`src/rtl/frame_pkg.sv`:
```
// Frame buffer geometry, header format and sequencer state encoding.
// Shared by the receive sequencer, frame packager and display path.
package frame_pkg;

  localparam int unsigned FRAME_PIXELS = 76800;
  localparam int unsigned ADDR_BYTES   = 3;
  localparam int unsigned ADDR_W       = 8 * ADDR_BYTES;

  typedef logic [ADDR_W-1:0] addr_t;

  typedef enum logic [1:0] {
    IDLE,
    HDR,
    PIX,
    DRAIN
  } seq_state_t;

endpackage

```
`src/rtl/sat_counter.sv`:
```
// Event counter that sticks at all-ones instead of wrapping.
// Count updates the cycle after inc; no backpressure.
module sat_counter #(
  parameter int unsigned CNT_W = 16
) (
  input  logic             clk,
  input  logic             rst,
  input  logic             inc,
  output logic [CNT_W-1:0] count
);

  logic [CNT_W-1:0] cnt_q;
  logic [CNT_W-1:0] cnt_d;

  always_comb begin
    cnt_d = cnt_q;
    if (inc && (cnt_q != {CNT_W{1'b1}})) begin
      cnt_d = cnt_q + {{(CNT_W-1){1'b0}}, 1'b1};
    end
  end

  always_ff @(posedge clk or negedge rst) begin
    if (!rst) begin
      cnt_q <= '0;
    end else begin
      cnt_q <= cnt_d;
    end
  end

  assign count = cnt_q;

endmodule

```
`src/rtl/frame_rx_sequencer.sv`:
```
// Parses packet start-address headers, forwards in-bounds pixel bytes and commits gap-free frames.
// One cycle from input byte to registered output; no backpressure, input is never stalled.
module frame_rx_sequencer #(
  parameter int unsigned FRAME_PIXELS = frame_pkg::FRAME_PIXELS,
  parameter int unsigned CNT_W        = 16
) (
  input  logic             clk,
  input  logic             rst,
  input  logic             axiiv,
  input  logic [7:0]       axiid,
  output logic             addr_axiov,
  output logic [23:0]      addr_axiod,
  output logic             pixel_axiov,
  output logic [7:0]       pixel_axiod,
  output logic             bank_sel,
  output logic             frame_done,
  output logic [CNT_W-1:0] oob_count,
  output logic [CNT_W-1:0] runt_count
);

  import frame_pkg::*;

  localparam addr_t      FP_A     = addr_t'(FRAME_PIXELS);
  localparam logic [1:0] HDR_LAST = 2'(ADDR_BYTES - 1);

  seq_state_t state_q, state_d;
  addr_t      hdr_q, hdr_d;
  logic [1:0] byte_cnt_q, byte_cnt_d;
  addr_t      cur_addr_q, cur_addr_d;
  addr_t      expected_addr_q, expected_addr_d;
  logic       frame_ok_q, frame_ok_d;
  logic       bank_sel_q, bank_sel_d;
  logic       addr_axiov_q, addr_axiov_d;
  addr_t      addr_axiod_q, addr_axiod_d;
  logic       pixel_axiov_q, pixel_axiov_d;
  logic [7:0] pixel_axiod_q, pixel_axiod_d;
  logic       frame_done_q, frame_done_d;
  logic       oob_inc;
  logic       runt_inc;
  addr_t      hdr_shift;

  always_comb begin
    state_d         = state_q;
    hdr_d           = hdr_q;
    byte_cnt_d      = byte_cnt_q;
    cur_addr_d      = cur_addr_q;
    expected_addr_d = expected_addr_q;
    frame_ok_d      = frame_ok_q;
    bank_sel_d      = bank_sel_q;
    addr_axiov_d    = 1'b0;
    addr_axiod_d    = addr_axiod_q;
    pixel_axiov_d   = 1'b0;
    pixel_axiod_d   = pixel_axiod_q;
    frame_done_d    = 1'b0;
    oob_inc         = 1'b0;
    runt_inc        = 1'b0;
    hdr_shift       = {hdr_q[ADDR_W-9:0], axiid};

    // Packets are contiguous, so axiiv low in any non-idle state is the packet end.
    case (state_q)
      IDLE: begin
        if (axiiv) begin
          hdr_d      = hdr_shift;
          byte_cnt_d = 2'd1;
          state_d    = HDR;
        end
      end
      HDR: begin
        if (!axiiv) begin
          runt_inc   = 1'b1;
          frame_ok_d = 1'b0;
          state_d    = IDLE;
        end else begin
          hdr_d      = hdr_shift;
          byte_cnt_d = byte_cnt_q + 2'd1;
          if (byte_cnt_q == HDR_LAST) begin
            if (hdr_shift < FP_A) begin
              state_d      = PIX;
              cur_addr_d   = hdr_shift;
              addr_axiov_d = 1'b1;
              addr_axiod_d = hdr_shift;
              // Address 0 always restarts a frame, even if it also matches expected.
              if (hdr_shift == '0) begin
                frame_ok_d = 1'b1;
              end else if (hdr_shift != expected_addr_q) begin
                frame_ok_d = 1'b0;
              end
            end else begin
              oob_inc    = 1'b1;
              frame_ok_d = 1'b0;
              state_d    = DRAIN;
            end
          end
        end
      end
      PIX: begin
        if (!axiiv) begin
          state_d = IDLE;
          if (cur_addr_q == FP_A) begin
            expected_addr_d = '0;
            if (frame_ok_q) begin
              frame_done_d = 1'b1;
              bank_sel_d   = ~bank_sel_q;
            end
          end else begin
            expected_addr_d = cur_addr_q;
          end
        end else if (cur_addr_q < FP_A) begin
          pixel_axiov_d = 1'b1;
          pixel_axiod_d = axiid;
          cur_addr_d    = cur_addr_q + addr_t'(1);
        end else begin
          oob_inc    = 1'b1;
          frame_ok_d = 1'b0;
          state_d    = DRAIN;
        end
      end
      DRAIN: begin
        if (!axiiv) begin
          state_d = IDLE;
        end
      end
      default: state_d = IDLE;
    endcase
  end

  always_ff @(posedge clk or negedge rst) begin
    if (!rst) begin
      state_q         <= IDLE;
      hdr_q           <= '0;
      byte_cnt_q      <= '0;
      cur_addr_q      <= '0;
      expected_addr_q <= '0;
      frame_ok_q      <= 1'b0;
      bank_sel_q      <= 1'b0;
      addr_axiov_q    <= 1'b0;
      addr_axiod_q    <= '0;
      pixel_axiov_q   <= 1'b0;
      pixel_axiod_q   <= '0;
      frame_done_q    <= 1'b0;
    end else begin
      state_q         <= state_d;
      hdr_q           <= hdr_d;
      byte_cnt_q      <= byte_cnt_d;
      cur_addr_q      <= cur_addr_d;
      expected_addr_q <= expected_addr_d;
      frame_ok_q      <= frame_ok_d;
      bank_sel_q      <= bank_sel_d;
      addr_axiov_q    <= addr_axiov_d;
      addr_axiod_q    <= addr_axiod_d;
      pixel_axiov_q   <= pixel_axiov_d;
      pixel_axiod_q   <= pixel_axiod_d;
      frame_done_q    <= frame_done_d;
    end
  end

  sat_counter #(.CNT_W(CNT_W)) u_oob_cnt (
    .clk   (clk),
    .rst   (rst),
    .inc   (oob_inc),
    .count (oob_count)
  );

  sat_counter #(.CNT_W(CNT_W)) u_runt_cnt (
    .clk   (clk),
    .rst   (rst),
    .inc   (runt_inc),
    .count (runt_count)
  );

  assign addr_axiov  = addr_axiov_q;
  assign addr_axiod  = addr_axiod_q;
  assign pixel_axiov = pixel_axiov_q;
  assign pixel_axiod = pixel_axiod_q;
  assign bank_sel    = bank_sel_q;
  assign frame_done  = frame_done_q;

endmodule

```
`config.mk`:
```
export PLATFORM = sky130hd
export DESIGN_NAME = frame_rx_sequencer
export DESIGN_NICKNAME = d
export VERILOG_FILES = /design/src/rtl/frame_pkg.sv /design/src/rtl/sat_counter.sv /design/src/rtl/frame_rx_sequencer.sv
export SDC_FILE = /design/constraint.sdc
export NUM_CORES = 1
export LEC_CHECK = 0
export CAP_MARGIN = 10
export CORE_MARGIN = 2
export CORE_UTILIZATION = 50
export DETAILED_ROUTE_END_ITERATION = 7
export PLACE_DENSITY_LB_ADDON = 0.08
export SLEW_MARGIN = 15
export SYNTH_ARGS = -nofsm -noshare
export SYNTH_HDL_FRONTEND = slang
export SYNTH_SLANG_ARGS = --single-unit
```
`constraint.sdc`:
```
create_clock -name clk -period 2.3 [get_ports clk]
set_input_delay 0.69 -clock clk [delete_from_list [all_inputs] [get_ports clk]]
set_output_delay 0.69 -clock clk [all_outputs]
set_load 0.02 [all_outputs]
```
==> impl_metrics.tcl, run 1 <==
set metrics [dict create \
    synth_area_mm2 0.00646 \
    cp_num_buf_inv 1 \
    cpMaxStageDelayCell "clkdlybuf4s50_1" \
    die_w_um 118 \
    yosys.area_share.xor_xnor_pct 7.18 \
    clock_path_buffers 2 \
    placed_cell_area_mm2 0.00799 \
    crit_required_ps 1610 \
    io_buffers 78 \
    drt_iter0_drc 377 \
    relSlewSlack_pct 73.9 \
    synth_top_cells_by_count "dfrtp_1 (137), mux2_2 (56), nand2_1 (44)" \
    stdcell_area_mm2 0.00873 \
    r2r_cells 5 \
    place_congestion 0.899 \
    finalHoldViolCount 0 \
    skew_ps 9.76 \
    layout-area-overhead-vs-synth_pct 35.0 \
    drc 0 \
    cp_slowest_stage_delay_ps 650 \
    synth_compound_area_share_pct 9.25 \
    crit_arrival_ps 1520 \
    grt_pass1_wl_um 26800 \
    synthAdderAreaFrac_pct 1.94 \
    dieArea_mm2 0.0139 \
    yosysWarnings 0 \
    track_usage_pct 24.8 \
    hold_ws_ps 157 \
    outcome "completed" \
    power_density_mw_per_mm2 1060 \
    grt_overflow 0 \
    synth_top_family_by_area "simple AND/OR/NAND/NOR gates" \
    finalSetupViolations 0 \
    cp-start-kind "flip-flop" \
    grt_antenna_before_repair 0 \
    maxSlewViolCount 0 \
    synthMuxAreaShare_pct 10.9 \
    worstMarginPinSlew_ps 388 \
    insertion_delay_ps 420 \
    post-dp-hpwl_um 11900 \
    synth_seq_area_share_pct 53.0 \
    netlist.area_leader.share_pct 53.0 \
    synth.distinct_cells 60 \
    avgSynthCellArea_um2 11.5 \
    postSynthCellCount 562 \
    ios 79 \
    max-vdd-ir-drop_v 0.000588 \
    power.total_w 0.00929 \
    yosys.area.top_type "dfrtp_1" \
    yosys-top-cells-area "dfrtp_1 (53%), mux2_2 (9.8%), xnor2_1 (5.6%)" \
    ys.flop_type "dfrtp_1" \
    rows 41 \
    synthMostInstantiatedCell "dfrtp_1" \
    drive_gt1_share_pct 26.0 \
    clk_pin_slew_worst_paths_ps 60 \
    synth-edff-count 0 \
    synth_nets 583 \
    drtPass1Iterations 4 \
    max_cap_viol_count 0 \
    reg2reg_from "hdr_q[5]$_DFFE_PN0P_" \
    drt_wl_total_um 16200 \
    start_util_pct 51.2 \
    vias_per_cell 5.56 \
    grt_pass1_vias 5112 \
    clock-root-buffer "clkbuf_16" \
    numCtsBuffers 17 \
    r2r_end "addr_axiod[16]$_DFFE_PN0P_" \
    drtAntennaViolNets 0 \
    coreArea_mm2 0.0126 \
    die-height_um 118 \
    hp-class "in -> async" \
    grt_max_degree 57 \
    wl_per_cell_um 18.0 \
    fin_crit_sh_pct 96.1 \
    leakage_nw 3.88 \
    async_flop_share_pct 100 \
    diodes 0 \
    final_net_count 737 \
    fill_cells 993 \
    cp_top_family "buffers and inverters" \
    worstSetupEndpointType "primary output" \
    synth-simple-area-share_pct 15.3 \
    fmax_mhz 452 \
    critPathMaxFanout 7 \
    min_period_ps 2210 \
    ys_ff_latch 137 \
    r2r_slack_ps 90 \
    route.vias.total 5001 \
    worst-setup-path-type "reg -> out" \
    cts_sinks 137 \
    cts_tree "done" \
    htreeDepth 4 \
    crit_chain "clkdlybuf4s50_1" \
]
## power breakdown
group          total (W)  leakage, nW  switching [W]  internal, W
clock network    0.00290        0.304        0.00101      0.00189
logic            0.00292         1.78        0.00145      0.00147
registers        0.00347         1.80       0.000530      0.00294
total            0.00929         3.88        0.00299      0.00630
## routing by layer
metal | global-route usage (%) | wire length [µm] | vias to the layer above
li1 | - | - | 2332
met1 | 32.4 | 6960 | 2486
met2 | 40.0 | 7910 | 148
met3 | 5.81 | 845 | 35
met4 | 10.2 | 435 | 0
met5 | 0 | 0 | -
## through the flow
step	TNS [ps]	setup slack, ps	instances	util (%)
6_report	0	89.8	900	69.1
5_1_grt	-9.47	-8.48	900	69.1
4_1_cts	0	64.7	897	68.5
3_5_place_dp	-19580	-361	866	63.3
3_3_place_gp	-16290	-315	866	63.3
2_1_floorplan	0	70.1	562	-
## cell families after synthesis
logic type	after synthesis
AOI/OAI and AO/OA	80
xor gates and xnor gates	53
adders and majority gates	10
buffers and inverters	35
DFF	137
muxes	62
and+or+nand+nor	185
## final cells by class
class	count	area [µm²]	share of cell area, %
Clock buffer	20	467	5.35
Clock inverter	11	170	1.95
Inverter	15	56.3	0.645
Multi-Input combinational cell	390	2950	33.8
Sequential cell	137	3430	39.3
Tap cell	172	215	2.47
Timing Repair Buffer	155	1440	16.5
## worst max-delay path by stage
| stage | cells past startpoint | start | to | slack (ps) |
|---|---|---|---|---|
| final | 1 | u_runt_cnt.count[3]$_DFFE_PN0P_ | runt_count[3] | 90 |
| after global routing | 7 | cur_addr_q[14]$_DFFE_PN0P_ | cur_addr_q[9]$_DFFE_PN0P_ | -8 |
| after CTS | 6 | hdr_q[5]$_DFFE_PN0P_ | cur_addr_q[8]$_DFFE_PN0P_ | 60 |
| after detailed placement | 6 | axiiv | cur_addr_q[8]$_DFFE_PN0P_ | -360 |
| after global placement | 5 | axiiv | addr_axiod[16]$_DFFE_PN0P_ | -320 |
| after floorplan | 7 | hdr_q[5]$_DFFE_PN0P_ | addr_axiod[14]$_DFFE_PN0P_ | 70 |
## registers in the layout (all words and copies together) (netlist names)
name / count
addr_axiod: 24
addr_axiov: 1
bank_sel: 1
byte_cnt_q: 2
cur_addr_q: 24
expected_addr_q: 24
frame_done: 1
frame_ok_q: 1
hdr_q: 16
pixel_axiod: 8
pixel_axiov: 1
state_q: 2
u_oob_cnt.count: 16
u_runt_cnt.count: 16
## what timing repair did
item,in CTS,in global routing
hold buffers,0,0
hold endpoints to repair,0,0
setup endpoints to repair,16,30
pin swaps,0,2
gates resized for setup,3,10
setup buffers,0,3
## cells in the final DEF, fill, tap and decap left out, drive strengths merged, types with 9 or more instances in the layout
cell type / Yosys / final
a21oi: 12 / 12
nor2: 24 / 24
buf: 9 / 78
o21ai: 20 / 20
nand4: 16 / 16
inv: 15 / 15
nand3: 26 / 26
and2: 19 / 19
clkbuf: 11 / 20
nor3: 14 / 14
xnor2: 41 / 41
clkdlybuf4s50: 0 / 76
nor4: 9 / 9
mux2: 59 / 59
dfrtp: 137 / 137
nand2: 46 / 46
xor2: 12 / 12
ha: 10 / 10
Power figures use the tool's default switching activity.
==> inputs of run 2 (changes only) <==
--- a/config.mk
+++ b/config.mk
@@ -6,6 +6,7 @@
 export NUM_CORES = 1
 export LEC_CHECK = 0
 export CAP_MARGIN = 10
+export CORE_ASPECT_RATIO = 1.1
 export CORE_MARGIN = 2
 export CORE_UTILIZATION = 50
 export DETAILED_ROUTE_END_ITERATION = 7
==> impl_metrics.tcl, run 2 (synthesis gave the netlist of run 1 again) <==
set metrics [dict create \
    drt_iter0_drc 388 \
    fin_crit_sh_pct 97.4 \
    die-height_um 123 \
    rows 43 \
    grt_pass1_wl_um 28200 \
    io_buffers 78 \
    cp_num_buf_inv 1 \
    die_w_um 112 \
    cp_slowest_stage_delay_ps 610 \
    route.vias.total 5122 \
    htreeDepth 4 \
    post-dp-hpwl_um 12800 \
    grt_max_degree 43 \
    drive_gt1_share_pct 26.9 \
    clock-root-buffer "clkbuf_16" \
    cp-start-kind "flip-flop" \
    insertion_delay_ps 420 \
    clock_path_buffers 2 \
    layout-area-overhead-vs-synth_pct 34.6 \
    relSlewSlack_pct 70.0 \
    fill_cells 949 \
    cpMaxStageDelayCell "or4b_4" \
    drtAntennaViolNets 0 \
    final_net_count 745 \
    r2r_slack_ps 60 \
    cp_top_family "simple AND/OR/NAND/NOR gates" \
    max_cap_viol_count 0 \
    layout_common_cells "dfrtp_1 (137), buf_4 (82), clkdlybuf4s50_1 (77), mux2_2 (56), nand2_1 (43)" \
    critPathMaxFanout 16 \
    max-vdd-ir-drop_v 0.000708 \
    track_usage_pct 26.8 \
    cts_sinks 137 \
    drtPass1Iterations 5 \
    worstSetupEndpointType "flip-flop" \
    crit_chain "a211o_1, o21a_1, or4b_4, buf_4, mux2_4" \
    place_congestion 0.938 \
    finalSetupViolations 0 \
    clk_pin_slew_worst_paths_ps 60 \
    start_util_pct 51.1 \
    worst-setup-path-type "reg -> reg" \
    fmax_mhz 446 \
    diodes 0 \
    power_density_mw_per_mm2 1080 \
    hp-class "in -> async" \
    leakage_nw 3.89 \
    power.total_w 0.00939 \
    dieArea_mm2 0.0139 \
    skew_ps 8.02 \
    crit_required_ps 2610 \
    drc 0 \
    worstMarginPinSlew_ps 446 \
    numCtsBuffers 17 \
    grt_pass1_vias 5188 \
    vias_per_cell 5.73 \
    cts_tree "done" \
    crit_arrival_ps 2550 \
    layout_commonest_cell "dfrtp_1" \
    grt_antenna_before_repair 0 \
    min_period_ps 2240 \
    ios 79 \
    outcome "completed" \
    drt_wl_total_um 17500 \
    post_cts_buffers 0 \
    maxSlewViolCount 0 \
    hold_ws_ps 186 \
    finalHoldViolCount 0 \
    placed_cell_area_mm2 0.00802 \
    wl_per_cell_um 19.6 \
    coreArea_mm2 0.0126 \
    grt_overflow 0 \
    stdcell_area_mm2 0.00870 \
]
run 2: cell count changes in the layout (fill, tap and decap cells not counted), moves of 2 or more:
cell,delta
clkinvlp_4,-2
clkbuf_8,-3
nor4_2,+2
buf_4,+11
clkbuf_1,+3
buf_12,-3
run 2: area by class of cell:
| cell class | instances | area [µm²] | area share, % |
|---|---|---|---|
| sequential | 137 | 3430 | 39.4 |
| multi-input combinational | 390 | 2930 | 33.7 |
| timing repair buffer | 163 | 1460 | 16.7 |
| clock buffer | 20 | 437 | 5.02 |
| clock inverter | 12 | 199 | 2.29 |
| tap | 157 | 196 | 2.26 |
| inverter | 15 | 56.3 | 0.647 |
run 2: power breakdown:
part	switching [W]	internal [W]
clock	0.00103	0.00192
sequential	0.000523	0.00294
combinational	0.00152	0.00146
total	0.00307	0.00631
run 2: worst paths after layout:
check	start	to	cells after the start
setup / recovery	hdr_q[5]$_DFFE_PN0P_	addr_axiod[14]$_DFFE_PN0P_	5
hold / removal	rst	u_runt_cnt.count[4]$_DFFE_PN0P_	1
setup reg to reg	hdr_q[5]$_DFFE_PN0P_	addr_axiod[14]$_DFFE_PN0P_	5
hold reg to reg	bank_sel$_DFFE_PN0P_	bank_sel$_DFFE_PN0P_	1
max in group asynchronous	rst	addr_axiov$_DFF_PN0_	2
min in group clk	bank_sel$_DFFE_PN0P_	bank_sel$_DFFE_PN0P_	1
run 2: metal layers:
layer	GRT usage, %	part of all wire [%]	wire [µm]	vias up
li1	-	-	-	2353
met1	34.2	43	7520	2559
met2	44.5	50	8690	176
met3	5.98	4.9	865	34
met4	11.2	2.7	468	0
met5	0	0	0	-
run 2: per-stage QoR:
stage               utilization, %  TNS (ps)  instances  setup slack, ps
global placement              63.4    -13600        862             -274
floorplan                        -         0        562             70.1
global route                  68.8     -20.5        894            -19.0
finish                        68.8         0        894             59.0
CTS                           68.5         0        894             18.4
detailed placement            63.4    -13340        862             -306
run 2: repair_timing:
action,in CTS,in global routing
endpoints found under the hold margin,0,0
setup endpoints to repair,2,32
gates cloned,0,0
hold buffers,0,0
resized for setup,1,11
==> inputs of run 3 (changes only) <==
--- a/config.mk
+++ b/config.mk
@@ -8,10 +8,11 @@
 export CAP_MARGIN = 10
 export CORE_ASPECT_RATIO = 1.1
 export CORE_MARGIN = 2
-export CORE_UTILIZATION = 50
+export CORE_UTILIZATION = 55
 export DETAILED_ROUTE_END_ITERATION = 7
 export PLACE_DENSITY_LB_ADDON = 0.08
 export SLEW_MARGIN = 15
 export SYNTH_ARGS = -nofsm -noshare
 export SYNTH_HDL_FRONTEND = slang
 export SYNTH_SLANG_ARGS = --single-unit
+export TNS_END_PERCENT = 50
==> constraint.sdc (replaced) <==
create_clock -name clk -period 2.5 [get_ports clk]
set_input_delay 0.75 -clock clk [delete_from_list [all_inputs] [get_ports clk]]
set_output_delay 0.75 -clock clk [all_outputs]
set_load 0.02 [all_outputs]
==> impl_metrics.tcl, run 3 (synthesis gave the netlist of run 1 again) <==
set metrics [dict create \
    r2r_end "frame_ok_q$_DFFE_PN0P_" \
    layout-area-overhead-vs-synth_pct 29.8 \
    grt_antenna_before_repair 0 \
    skew_ps 9.87 \
    crit_chain "nor4_1, buf_4, nand2_1, buf_4, nor4_1, nand4_1, or4_1, o211ai_1" \
    critPathMaxFanout 5 \
    crit_required_ps 2840 \
    layout_common_cells "dfrtp_1 (137), clkdlybuf4s50_1 (77), buf_4 (60), mux2_2 (56), nand2_1 (44)" \
    layout_commonest_cell "dfrtp_1" \
    drtPass1Iterations 5 \
    insertion_delay_ps 420 \
    place_congestion 0.951 \
    min_period_ps 2420 \
    pre_cts_ws_ps -213 \
    grt_pass1_wl_um 26800 \
    power_density_mw_per_mm2 958 \
    drt_wl_total_um 16500 \
    maxSlewViolCount 0 \
    grt_max_degree 65 \
    coreArea_mm2 0.0115 \
    hp-class "in -> async" \
    multi_input_area_mm2 0.00288 \
    cp_slowest_stage_delay_ps 430 \
    cp_top_family "simple AND/OR/NAND/NOR gates" \
    max_cap_viol_count 0 \
    grt_setup_unrepaired "no" \
    worstSetupEndpointType "flip-flop" \
    io_buffers 78 \
    power.total_w 0.00804 \
    ctsHoldBuffers 0 \
    clk_pin_slew_worst_paths_ps 60 \
    cpMaxStageDelayCell "nor4_1" \
    regArea_mm2 0.00343 \
    startpoint "hdr_q[13]$_DFFE_PN0P_" \
    finalSetupViolations 0 \
    grt_pass1_vias 5090 \
    fin_crit_sh_pct 96.7 \
    cp_num_buf_inv 2 \
    outcome "completed" \
    drtAntennaViolNets 0 \
    drc 0 \
    final_net_count 724 \
    rows 41 \
    cts_sinks 137 \
    finalHoldViolCount 0 \
    dieArea_mm2 0.0126 \
    grt_overflow 0 \
    cp-start-kind "flip-flop" \
    relSlewSlack_pct 58.7 \
    die_w_um 107 \
    fmax_mhz 414 \
    clock-root-buffer "clkbuf_16" \
    diodes 0 \
    postCtsResizedCells 0 \
    worst-setup-path-type "reg -> reg" \
    post_cts_buffers 0 \
    die-height_um 118 \
    crit_arrival_ps 2750 \
    ios 79 \
    setup_slack_ps 82.9 \
    drive_gt1_share_pct 22.5 \
    vias_per_cell 5.84 \
    r2r_cells 8 \
    wl_per_cell_um 19.2 \
    endpoint "frame_ok_q$_DFFE_PN0P_" \
    cts_tree "done" \
    leakage_nw 3.73 \
    fill_cells 848 \
    numCtsBuffers 17 \
    post-dp-hpwl_um 11900 \
    drt_iter0_drc 429 \
    r2r_slack_ps 80 \
    max-vdd-ir-drop_v 0.000666 \
    reg2reg_from "hdr_q[13]$_DFFE_PN0P_" \
    clock_path_buffers 2 \
    worstMarginPinSlew_ps 620 \
    htreeDepth 4 \
    start_util_pct 56.3 \
    route.vias.total 5027 \
    crit_cells 8 \
    track_usage_pct 27.7 \
]
-- run 3: power breakdown --
part | internal, W | switching [W]
Sequential | 0.00270 | 0.000511
Clock | 0.00146 | 0.000848
Combinational | 0.00123 | 0.00129
Total | 0.00540 | 0.00265
-- run 3: stage by stage --
stage	hold slack [ps]	utilization, %	instance area, µm²	setup TNS, ps	instances
2_1_floorplan	454	-	6460	0	562
3_3_place_gp	455	68.4	7870	-2870	834
3_5_place_dp	474	68.4	7870	-4600	834
4_1_cts	349	73.1	8390	0	861
5_1_grt	366	73.1	8390	0	861
6_report	329	73.1	8390	0	861
-- run 3: area by class of cell --
class	count	share of cell area, %
timing repair buffer	142	15.6
multi-input combinational	390	34.3
sequential	137	40.8
clock inverter	5	0.894
clock buffer	22	5.41
tap	150	2.24
inverter	15	0.671
-- run 3: routing by layer --
metal  up-vias  part of all wire [%]  global-route usage [%]
met2       170                    49                    44.9
met4         0                   3.0                    12.1
met1      2513                    43                    36.4
met5         -                     0                       0
li1       2307                     -                       -
met3        37                   5.0                    4.87
-- run 3: how the worst min path moves through the flow --
stage | to | slack [ps] | cells past startpoint
floorplan | addr_axiod[0]$_DFFE_PN0P_ | 450 | 0
global placement | bank_sel$_DFFE_PN0P_ | 460 | 1
detailed placement | addr_axiod[21]$_DFFE_PN0P_ | 470 | 1
CTS | u_runt_cnt.count[9]$_DFFE_PN0P_ | 350 | 1
global route | u_runt_cnt.count[9]$_DFFE_PN0P_ | 370 | 1
finish | u_runt_cnt.count[9]$_DFFE_PN0P_ | 330 | 1
